===== config.mk =====
export PLATFORM = sky130hd
export DESIGN_NAME = mult_seq_ctrl
export DESIGN_NICKNAME = d
export VERILOG_FILES = /design/src/rtl/mult_seq_ctrl_pkg.sv /design/src/rtl/mult_seq_ctrl_signfix.sv /design/src/rtl/mult_seq_ctrl.sv
export SDC_FILE = /design/constraint.sdc
export NUM_CORES = 1
export LEC_CHECK = 0
export ABC_AREA = 0
export BUFFER_PORTS_ARGS = -buffer_cell sky130_fd_sc_hd__buf_4
export CORE_ASPECT_RATIO = 1.25
export CORE_MARGIN = 2
export CORE_UTILIZATION = 50
export CTS_CLUSTER_SIZE = 24
export DETAILED_ROUTE_END_ITERATION = 10
export MAX_ROUTING_LAYER = met4
export PLACE_DENSITY = 0.84
export SETUP_SLACK_MARGIN = 0.4
export SYNTH_ARGS = -nofsm -noshare
export SYNTH_HDL_FRONTEND = slang
export SYNTH_SLANG_ARGS = --single-unit

===== constraint.sdc =====
create_clock -name clk -period 5.6 [get_ports clk]
set_input_delay 0.28 -clock clk [delete_from_list [all_inputs] [get_ports clk]]
set_output_delay 0.28 -clock clk [all_outputs]
set_load 0.1 [all_outputs]

===== src/rtl/mult_seq_ctrl_pkg.sv =====
// Shared types and constants for the execute-stage multiply sequencer.
package mult_seq_ctrl_pkg;

  localparam int unsigned WIDTH       = 32;
  localparam int unsigned MULT_CYCLES = WIDTH;
  localparam int unsigned CNT_W       = $clog2(MULT_CYCLES);
  localparam logic [2:0]  ALU_ADD     = 3'b010;

  typedef enum logic [1:0] {
    IDLE = 2'd0,
    RUN  = 2'd1,
    FIX  = 2'd2
  } mult_state_e;

endpackage


===== src/rtl/mult_seq_ctrl_signfix.sv =====
// Operand magnitudes for signed multiply and conditional negate of the 2W-bit product.
module mult_seq_ctrl_signfix
  import mult_seq_ctrl_pkg::*;
(
  input  logic                 sgn,
  input  logic [WIDTH-1:0]     src_a,
  input  logic [WIDTH-1:0]     src_b,
  input  logic                 neg,
  input  logic [2*WIDTH-1:0]   prod,
  output logic [WIDTH-1:0]     mag_a,
  output logic [WIDTH-1:0]     mag_b,
  output logic [2*WIDTH-1:0]   prod_fix
);

  // The most negative value negates to itself, which is its correct unsigned magnitude.
  always_comb begin
    mag_a    = (sgn && src_a[WIDTH-1]) ? -src_a : src_a;
    mag_b    = (sgn && src_b[WIDTH-1]) ? -src_b : src_b;
    prod_fix = neg ? -prod : prod;
  end

endmodule


===== src/rtl/mult_seq_ctrl.sv =====
// Iterative shift-and-add multiplier that borrows the shared ALU adder and owns HI/LO.
module mult_seq_ctrl
  import mult_seq_ctrl_pkg::*;
(
  input  logic             clk,
  input  logic             rst,
  input  logic             MultStartE,
  input  logic             MultSgnE,
  input  logic             FlushE,
  input  logic [WIDTH-1:0] SrcAE,
  input  logic [WIDTH-1:0] SrcBE,
  input  logic [WIDTH-1:0] ALUOut,
  input  logic             MfSelE,
  output logic             ALUGrant,
  output logic [WIDTH-1:0] ALU_A,
  output logic [WIDTH-1:0] ALU_B,
  output logic [2:0]       ALUCtrlMult,
  output logic [WIDTH-1:0] HiLoOutE,
  output logic             StallMultE,
  output logic             MultDoneE
);

  mult_state_e         state, state_nxt;
  logic [WIDTH-1:0]    m_q, p_hi, p_lo, hi_q, lo_q;
  logic                neg_q, done_q;
  logic [CNT_W-1:0]    cnt;
  logic [WIDTH-1:0]    mag_a, mag_b;
  logic [2*WIDTH-1:0]  prod_fix;
  logic                accept, last, carry;

  mult_seq_ctrl_signfix u_signfix (
    .sgn      (MultSgnE),
    .src_a    (SrcAE),
    .src_b    (SrcBE),
    .neg      (neg_q),
    .prod     ({p_hi, p_lo}),
    .mag_a    (mag_a),
    .mag_b    (mag_b),
    .prod_fix (prod_fix)
  );

  assign accept = (state == IDLE) && MultStartE && !FlushE;
  assign last   = (cnt == CNT_W'(MULT_CYCLES - 1));
  // Unsigned adder overflow: the sum wrapped below one of its operands.
  assign carry  = (ALUOut < p_hi);

  always_ff @(posedge clk or posedge rst) begin
    if (rst) state <= IDLE;
    else     state <= state_nxt;
  end

  always_comb begin
    state_nxt   = state;
    ALUGrant    = 1'b0;
    ALU_A       = '0;
    ALU_B       = '0;
    ALUCtrlMult = ALU_ADD;
    StallMultE  = 1'b0;
    unique case (state)
      IDLE: if (accept) state_nxt = RUN;
      RUN: begin
        ALUGrant   = 1'b1;
        ALU_A      = p_hi;
        ALU_B      = p_lo[0] ? m_q : '0;
        StallMultE = 1'b1;
        if (last) state_nxt = FIX;
      end
      FIX: begin
        StallMultE = 1'b1;
        state_nxt  = IDLE;
      end
      default: state_nxt = IDLE;
    endcase
  end

  // Partial product, operand latches and HI/LO result registers.
  always_ff @(posedge clk or posedge rst) begin
    if (rst) begin
      m_q    <= '0;
      p_hi   <= '0;
      p_lo   <= '0;
      hi_q   <= '0;
      lo_q   <= '0;
      neg_q  <= 1'b0;
      cnt    <= '0;
      done_q <= 1'b0;
    end else begin
      done_q <= (state == FIX);
      unique case (state)
        IDLE: if (accept) begin
          m_q   <= mag_a;
          p_hi  <= '0;
          p_lo  <= mag_b;
          neg_q <= MultSgnE & (SrcAE[WIDTH-1] ^ SrcBE[WIDTH-1]);
          cnt   <= '0;
        end
        RUN: begin
          {p_hi, p_lo} <= {carry, ALUOut, p_lo[WIDTH-1:1]};
          cnt          <= cnt + CNT_W'(1);
        end
        FIX:     {hi_q, lo_q} <= prod_fix;
        default: ;
      endcase
    end
  end

  assign HiLoOutE  = MfSelE ? hi_q : lo_q;
  assign MultDoneE = done_q;

endmodule


==> results.py, run 1 <==
metrics = {
    "status": {
        "status": "completed",
    },
    "placed_design": {
        "globalplace.congestion": 0.995,
        "pre_cts_ws_ns": 2.39,
        "placed_cells": 1634,
        "place.port_buffers": 200,
        "place_hpwl_um": 23000,
    },
    "clock_network": {
        "clock-sinks": 169,
        "clk_path_buf_depth": 2,
        "clkTransAtPathRegs_ns": 0.07,
        "hold_buffers": 0,
        "postCtsSetupBuffers": 0,
        "h-tree-depth": 4,
        "cts-resized-gates": 0,
        "clockRootBuffer": "clkbuf_16",
        "cts_tree": "yes",
        "numCtsBuffers": 17,
        "insertion_delay_ns": 0.44,
    },
    "yosys": {
        "syn-mean-instance-area_um2": 8.73,
        "synth_ff_type": "dfrtp_1",
        "synth_seq_cells": 169,
        "synth.distinct_cells": 60,
        "ys_async_sr_fraction_pct": 100,
        "yosys_warnings": 0,
        "synth_cells": 1223,
        "yosysSeqAreaShare_pct": 39.6,
        "synth-edff-count": 0,
        "netlist_area_um2": 10700,
    },
    "pwr": {
        "leakagePower_nw": 5.73,
        "power_density_nw_per_um2": 513,
        "ir_worst_vdd_mv": 0.328,
    },
    "global_route": {
        "grtUsageMet3_pct": 6.45,
        "antenna_found_initial": 0,
        "first_global_vias": 9645,
        "grt_max_degree": 114,
        "busiest_layer": "met2",
        "grt_pass1_wl_um": 49600,
        "overflow": 0,
        "track_usage_pct": 28.5,
        "use_met2_pct": 45.0,
        "use_met1_pct": 34.1,
    },
    "floorplanning": {
        "core.rowCount": 59,
        "die_w_um": 135,
        "core_area_um2": 20900,
        "chipHeight_um": 167,
        "dieArea_um2": 22600,
        "initial_utilization_pct": 51.1,
        "ioPinCount": 204,
    },
    "worst_setup_path": {
        "r2r_slack_ns": 2.33,
        "max_stage_delay_ns": 0.97,
        "cp_slowest_cell": "o21a_1",
        "path_max_fanout": 39,
        "worstPathRequired_ns": 5.92,
        "cp_data_arrival_time_ns": 3.59,
        "crit_path_end": "p_hi[31]",
        "critPathLaunch": "state[1]",
        "timing.rr.end": "p_hi[31]",
        "timing.rr.start": "state[1]",
        "crit_type": "flop to flop",
        "crit_path_start_kind": "flop",
        "worst_setup_path_end_kind": "flop",
        "r2r.worst_path.cells": 9,
        "path_cells": "inv_1 > ha_1 > buf_4 > inv_2 > o21a_1 > nand2_1 > nand3_1 > a21oi_1 > a311oi_1",
    },
    "routing": {
        "viasPerCell": 5.88,
        "ant_nets": 0,
        "drc": 0,
        "wire_per_inst_um": 18.7,
        "wl_um": 31100,
        "firstDrtPassIters": 5,
        "drt_iter0_markers": 879,
        "vias": 9801,
    },
    "timing": {
        "worstMarginPinSlew_ns": 1.17,
        "final.setup.tns_ns": 0,
        "period_minus_slack_ns": 3.27,
        "worst_slack_ns": 2.33,
        "slew_violations": 0,
        "skew_ns": 0.0112,
        "rsz0062_at_grt": "no",
        "max_freq_ghz": 0.306,
        "post-route-period-util_pct": 58.4,
        "setup_viol": 0,
        "max_slew_margin_pct": 22.0,
        "hold_violations": 0,
    },
    "finish": {
        "antenna_cells": 0,
        "stdcell_count": 1666,
        "fillerInstances": 1784,
        "final_nets": 1520,
        "area_growth_pct": 20.7,
        "drive_above_1_share_pct": 21.8,
    },
    "flow_run": {
        "cap_violations": 0,
    },
    "worst_hold_path": {
        "min_path_type": "input port to asynchronous set/reset pin",
    },
}
==> per-layer routing <==
metal,vias up,wire length [µm]
li1,4668,-
met1,4663,12400
met2,378,14900
met3,92,2190
met4,0,1630
met5,-,0
==> cells by family after synthesis <==
group	synth area share, %
fa+ha+maj	4.57
flops	39.6
buf+inv	5.10
other cells	0.0703
mux	4.82
compound gates	19.0
simple gates	18.1
xor+xnor	8.78
==> worst min-delay path by stage <==
stage                     startpoint  slack, ns   endpoint
after floorplan             MultSgnE       0.38   p_lo[31]
after global placement       m_q[13]       0.45    m_q[13]
after detailed placement     m_q[31]       0.46    m_q[31]
after CTS                        rst       0.04  MultDoneE
after global routing      ALUOut[29]       0.06   p_hi[28]
final                            rst      0.001  MultDoneE
==> synthesized netlist by cell type (35+ instances only) <==
| master | number | area (µm²) |
|---|---|---|
| a21oi_1 | 100 | 500 |
| ha_1 | 39 | 488 |
| xor2_1 | 53 | 464 |
| nor2_1 | 136 | 510 |
| clkbuf_1 | 54 | 203 |
| inv_1 | 51 | 191 |
| xnor2_1 | 54 | 473 |
| mux2_2 | 35 | 394 |
| dfrtp_1 | 169 | 4230 |
| and3_1 | 35 | 219 |
| nand2_1 | 108 | 405 |
| o21ai_0 | 117 | 586 |
==> registers in the layout, summed over array words and instances, names as in the netlist <==
register / cells
hi_q: 32
lo_q: 32
m_q: 32
p_hi: 32
p_lo: 32
cnt: 5
state: 2
MultDoneE: 1
neg_q: 1
==> worst max-delay path, delay by kind of cell, from the launching register on <==
| kind | cells | cell delay [ns] |
|---|---|---|
| and+or+nand+nor | 2 | 0.35 |
| buffers and inverters | 3 | 0.85 |
| AOI/OAI and AO/OA | 3 | 1.35 |
| DFF | 1 | 0.41 |
| adders and majority gates | 1 | 0.17 |
==> layout make-up <==
| cell class | instances | area, µm² | area share (%) |
|---|---|---|---|
| timing repair buffer | 211 | 1580 | 12.3 |
| multi-input combinational | 928 | 5940 | 46.0 |
| tap | 274 | 343 | 2.66 |
| clock inverter | 15 | 173 | 1.34 |
| inverter | 52 | 200 | 1.55 |
| clock buffer | 17 | 425 | 3.30 |
| sequential | 169 | 4230 | 32.8 |
==> per-stage QoR <==
stage | instance area (µm²) | util, % | hold slack [ns] | power [mW]
detailed placement | 12300 | 58.8 | 0.459 | 5.34
floorplan | 10700 | - | 0.375 | 4.47
finish | 12900 | 61.7 | 0.00145 | 6.62
CTS | 12900 | 61.7 | 0.0358 | 6.58
global route | 12900 | 61.7 | 0.0568 | 6.98
global placement | 12300 | 58.8 | 0.453 | 5.25
==> report_power, final <==
group	leakage, nW	internal (mW)	total, mW	switching (mW)
registers	2.07	1.59	2.03	0.434
logic	3.36	0.987	3.37	2.39
clock network	0.298	0.643	1.22	0.576
total	5.73	3.22	6.62	3.40
==> layout by cell type (no fill, tap or decap), types with 11 or more instances in the layout <==
cell | Yosys | final
a21oi_1 | 100 | 99
a22oi_1 | 17 | 17
and3_1 | 35 | 35
buf_4 | 5 | 211
clkbuf_16 | 0 | 17
dfrtp_1 | 169 | 168
ha_1 | 39 | 38
inv_1 | 51 | 50
mux2_2 | 35 | 35
mux2i_1 | 12 | 12
nand2_1 | 108 | 108
nand3_1 | 11 | 11
nand4_1 | 13 | 13
nor2_1 | 136 | 136
nor3_1 | 21 | 21
nor4_1 | 17 | 17
o21ai_0 | 117 | 117
o31ai_1 | 31 | 31
o41ai_1 | 16 | 16
or3_1 | 13 | 13
or4_1 | 16 | 16
xnor2_1 | 54 | 54
xor2_1 | 53 | 53
(Power assumes the default switching activity.)
==> run 2: changes to the inputs <==
--- a/config.mk
+++ b/config.mk
@@ -5,7 +5,7 @@
 export SDC_FILE = /design/constraint.sdc
 export NUM_CORES = 1
 export LEC_CHECK = 0
-export ABC_AREA = 0
+export ABC_AREA = 1
 export BUFFER_PORTS_ARGS = -buffer_cell sky130_fd_sc_hd__buf_4
 export CORE_ASPECT_RATIO = 1.25
 export CORE_MARGIN = 2
@@ -13,7 +13,7 @@
 export CTS_CLUSTER_SIZE = 24
 export DETAILED_ROUTE_END_ITERATION = 10
 export MAX_ROUTING_LAYER = met4
-export PLACE_DENSITY = 0.84
+export PLACE_DENSITY = 0.86
 export SETUP_SLACK_MARGIN = 0.4
 export SYNTH_ARGS = -nofsm -noshare
 export SYNTH_HDL_FRONTEND = slang
==> constraint.sdc (replaced) <==
create_clock -name clk -period 2.65 [get_ports clk]
set_input_delay 0.1325 -clock clk [delete_from_list [all_inputs] [get_ports clk]]
set_output_delay 0.1325 -clock clk [all_outputs]
set_load 0.1 [all_outputs]
==> run 2 against run 1 <==
- clock-buffer cell count up 1
- clock skew up 0.0032 ns
- clock power up 130%
- register-to-register slack worse by 1.8 ns
- synthesized cell count up 47%
- utilization up 3.1 points
- via count up 33%
- hold slack better by 0.0089 ns
- setup slack worse by 1.9 ns
- final area up 20%
- critical path depth down 4
- cell count up 41%
- critical path type is now flop to output pin
- largest power group unchanged
==> results.py, run 2 <==
metrics = {
    "status": {
        "status": "completed",
    },
    "timing": {
        "hold_ws_ns": 0.0104,
        "max_slew_margin_pct": 39.6,
        "worstMarginPinSlew_ns": 0.906,
        "post-route-period-util_pct": 85.6,
        "setup_viol": 0,
        "worst_slack_ns": 0.382,
        "period_minus_slack_ns": 2.27,
        "hold_violations": 0,
        "max_freq_ghz": 0.441,
        "rsz0062_at_grt": "yes",
        "slew_violations": 0,
        "skew_ns": 0.0144,
    },
    "yosys": {
        "synth_common_cells": "512 x nand2_1, 224 x inv_1, 201 x nor2_1, 169 x dfrtp_1, 159 x nand3_1",
        "ys_async_sr_fraction_pct": 100,
        "synth_seq_cells": 169,
        "synth_cells": 1792,
        "yosysSeqAreaShare_pct": 34.8,
        "synth_area_leader_cell": "dfrtp_1",
        "synth_ff_type": "dfrtp_1",
        "syn-mean-instance-area_um2": 6.78,
        "netlist_area_um2": 12100,
        "synth_top_area_share_pct": 34.8,
        "yosys_warnings": 0,
        "synth.distinct_cells": 52,
        "synthTopCellsByArea": "dfrtp_1 35%, nand2_1 16%, inv_1 6.9%, nand3_1 6.6%, nor2_1 6.2%",
        "synth-edff-count": 0,
        "synth_most_common_cell": "nand2_1",
    },
    "flow_run": {
        "cap_violations": 0,
    },
    "finish": {
        "antenna_cells": 0,
        "final_cell_mix": "511 x nand2_1, 222 x inv_1, 212 x buf_4",
        "utilization_pct": 64.8,
        "drive_above_1_share_pct": 18.6,
        "final_nets": 2157,
        "area_growth_pct": 27.0,
        "fillerInstances": 2112,
        "final_common_cell": "nand2_1",
    },
    "pwr": {
        "intPower_mw": 8.20,
        "p_sw_mw": 9.87,
        "p_sw_share_pct": 54.6,
        "p_comb_share_pct": 58.4,
        "power_frac_seq_pct": 26.3,
        "leakagePower_nw": 7.69,
        "ir_worst_vdd_mv": 0.623,
        "pwr-share-clk_pct": 15.4,
        "power_density_nw_per_um2": 1170,
    },
    "clock_network": {
        "h-tree-depth": 4,
        "clockRootBuffer": "clkbuf_16",
        "cts_tree": "yes",
        "insertion_delay_ns": 0.45,
        "clock-sinks": 169,
        "clkTransAtPathRegs_ns": 0.07,
        "clk_path_buf_depth": 2,
        "numCtsBuffers": 17,
    },
    "global_route": {
        "overflow": 0,
        "antenna_found_initial": 0,
        "first_global_vias": 12700,
        "track_usage_pct": 33.1,
        "grt_pass1_wl_um": 64300,
        "grt_max_degree": 101,
    },
    "routing": {
        "vias": 13100,
        "ant_nets": 0,
        "wl_um": 41200,
        "wire_per_inst_um": 17.5,
        "viasPerCell": 5.55,
        "drc": 0,
        "firstDrtPassIters": 6,
        "drt_iter0_markers": 1196,
    },
    "floorplanning": {
        "dieArea_um2": 25600,
        "ioPinCount": 204,
        "core.rowCount": 63,
        "chipHeight_um": 178,
        "initial_utilization_pct": 51.0,
        "core_area_um2": 23800,
        "die_w_um": 143,
    },
    "worst_setup_path": {
        "cp_data_arrival_time_ns": 2.14,
        "worstPathRequired_ns": 2.52,
        "path_cells": "inv_1 > ha_4 > nand2_4 > nor2_4 > buf_4",
        "crit_path_start_kind": "flop",
        "crit_type": "flop to output pin",
        "path_max_fanout": 16,
        "cp_slowest_cell": "dfrtp_1",
        "worst_setup_path_end_kind": "output pin",
        "cp_num_buf_inv": 2,
        "max_stage_delay_ns": 0.39,
        "crit_family": "simple AND/OR/NAND/NOR gates",
    },
    "placed_design": {
        "place.port_buffers": 200,
        "place_hpwl_um": 30300,
        "pre_cts_ws_ns": 0.339,
        "globalplace.congestion": 1.06,
    },
    "worst_hold_path": {
        "min_path_type": "input port to flop",
    },
}
[run 2: cell count changes in the layout (fill, tap and decap cells not counted), moves of 40 or more]
cell,change
nand2_1,+403
nor2_4,+40
inv_1,+172
nand3_1,+148
xnor2_1,-50
a21oi_1,-59
dlygate4sd3_1,+49
[run 2: area by class of cell]
type                       count  area [µm²]  share of cell area (%)
clock buffer                  18         429                    2.78
clock inverter                14         208                    1.35
inverter                     236         896                    5.81
multi-input combinational   1323        7030                    45.6
sequential                   169        4230                    27.4
tap                          325         407                    2.64
timing repair buffer         269        2220                    14.4
[run 2: tightest hold or removal path: cells and delay by family]
| family | cells | cell delay [ns] |
|---|---|---|
| AND/OR/NAND/NOR | 2 | 0.11 |
| buffers and inverters | 1 | 0.10 |
| AO/OA/AOI/OAI | 1 | 0.07 |
[run 2: logic make-up after synthesis]
logic type | after synthesis | share of synthesized area [%]
other | 2 | 0.0619
AND/OR/NAND/NOR | 971 | 34.9
flip-flops | 169 | 34.8
XOR/XNOR | 43 | 3.10
adder cells (fa/ha/maj) | 39 | 4.02
buffers and inverters | 304 | 9.87
AO/OA/AOI/OAI | 247 | 11.6
multiplexers | 17 | 1.58
[run 2: layer usage]
layer | up-vias | share of wire [%] | GRT usage [%]
met5 | - | 0 | -
met4 | 0 | 6.5 | 20.5
li1 | 6195 | - | -
met3 | 155 | 6.6 | 5.10
met1 | 6098 | 38 | 37.3
met2 | 622 | 49 | 55.1
[run 2: path summary, 6_finish.rpt]
check	startpoint	to	cells after the start	slack, ns
max in group asynchronous	rst	lo_q[1]	4	1.46
hold reg to reg	hi_q[5]	hi_q[5]	2	0.48
setup / recovery	state[1]	ALU_B[21]	5	0.38
setup reg to reg	p_lo[0]	hi_q[9]	10	0.50
min in group asynchronous	rst	p_hi[17]	4	0.36
hold / removal	SrcAE[26]	m_q[26]	4	0.01
[run 2: timing repair]
action / 4_1_cts / 5_1_grt
cloned: 0 / 3
hold buffers: 49 / 0
resized for setup: 4 / 9
endpoints found under the hold margin: 148 / 0
endpoints found under the setup margin: 73 / 107
pin swaps: 0 / 1
buffers inserted: 1 / 4
[run 2: power by group through the flow]
stage | sequential (mW) | clock [mW] | combinational, mW
floorplan | 4.35 | 0 | 7.92
global placement | 4.66 | 0 | 9.94
detailed placement | 4.71 | 0 | 10.1
CTS | 4.68 | 2.78 | 10.3
global route | 4.83 | 2.88 | 11.4
finish | 4.75 | 2.78 | 10.5
[run 2: per-stage QoR]
stage	instances	power, mW	setup TNS, ns	area, µm²
6_report	2354	18.1	0	15400
3_3_place_gp	2265	14.6	0	14200
2_1_floorplan	1793	12.3	-0.797	12400
4_1_cts	2347	17.7	0	15300
3_5_place_dp	2265	14.8	0	14200
5_1_grt	2354	19.1	0	15400
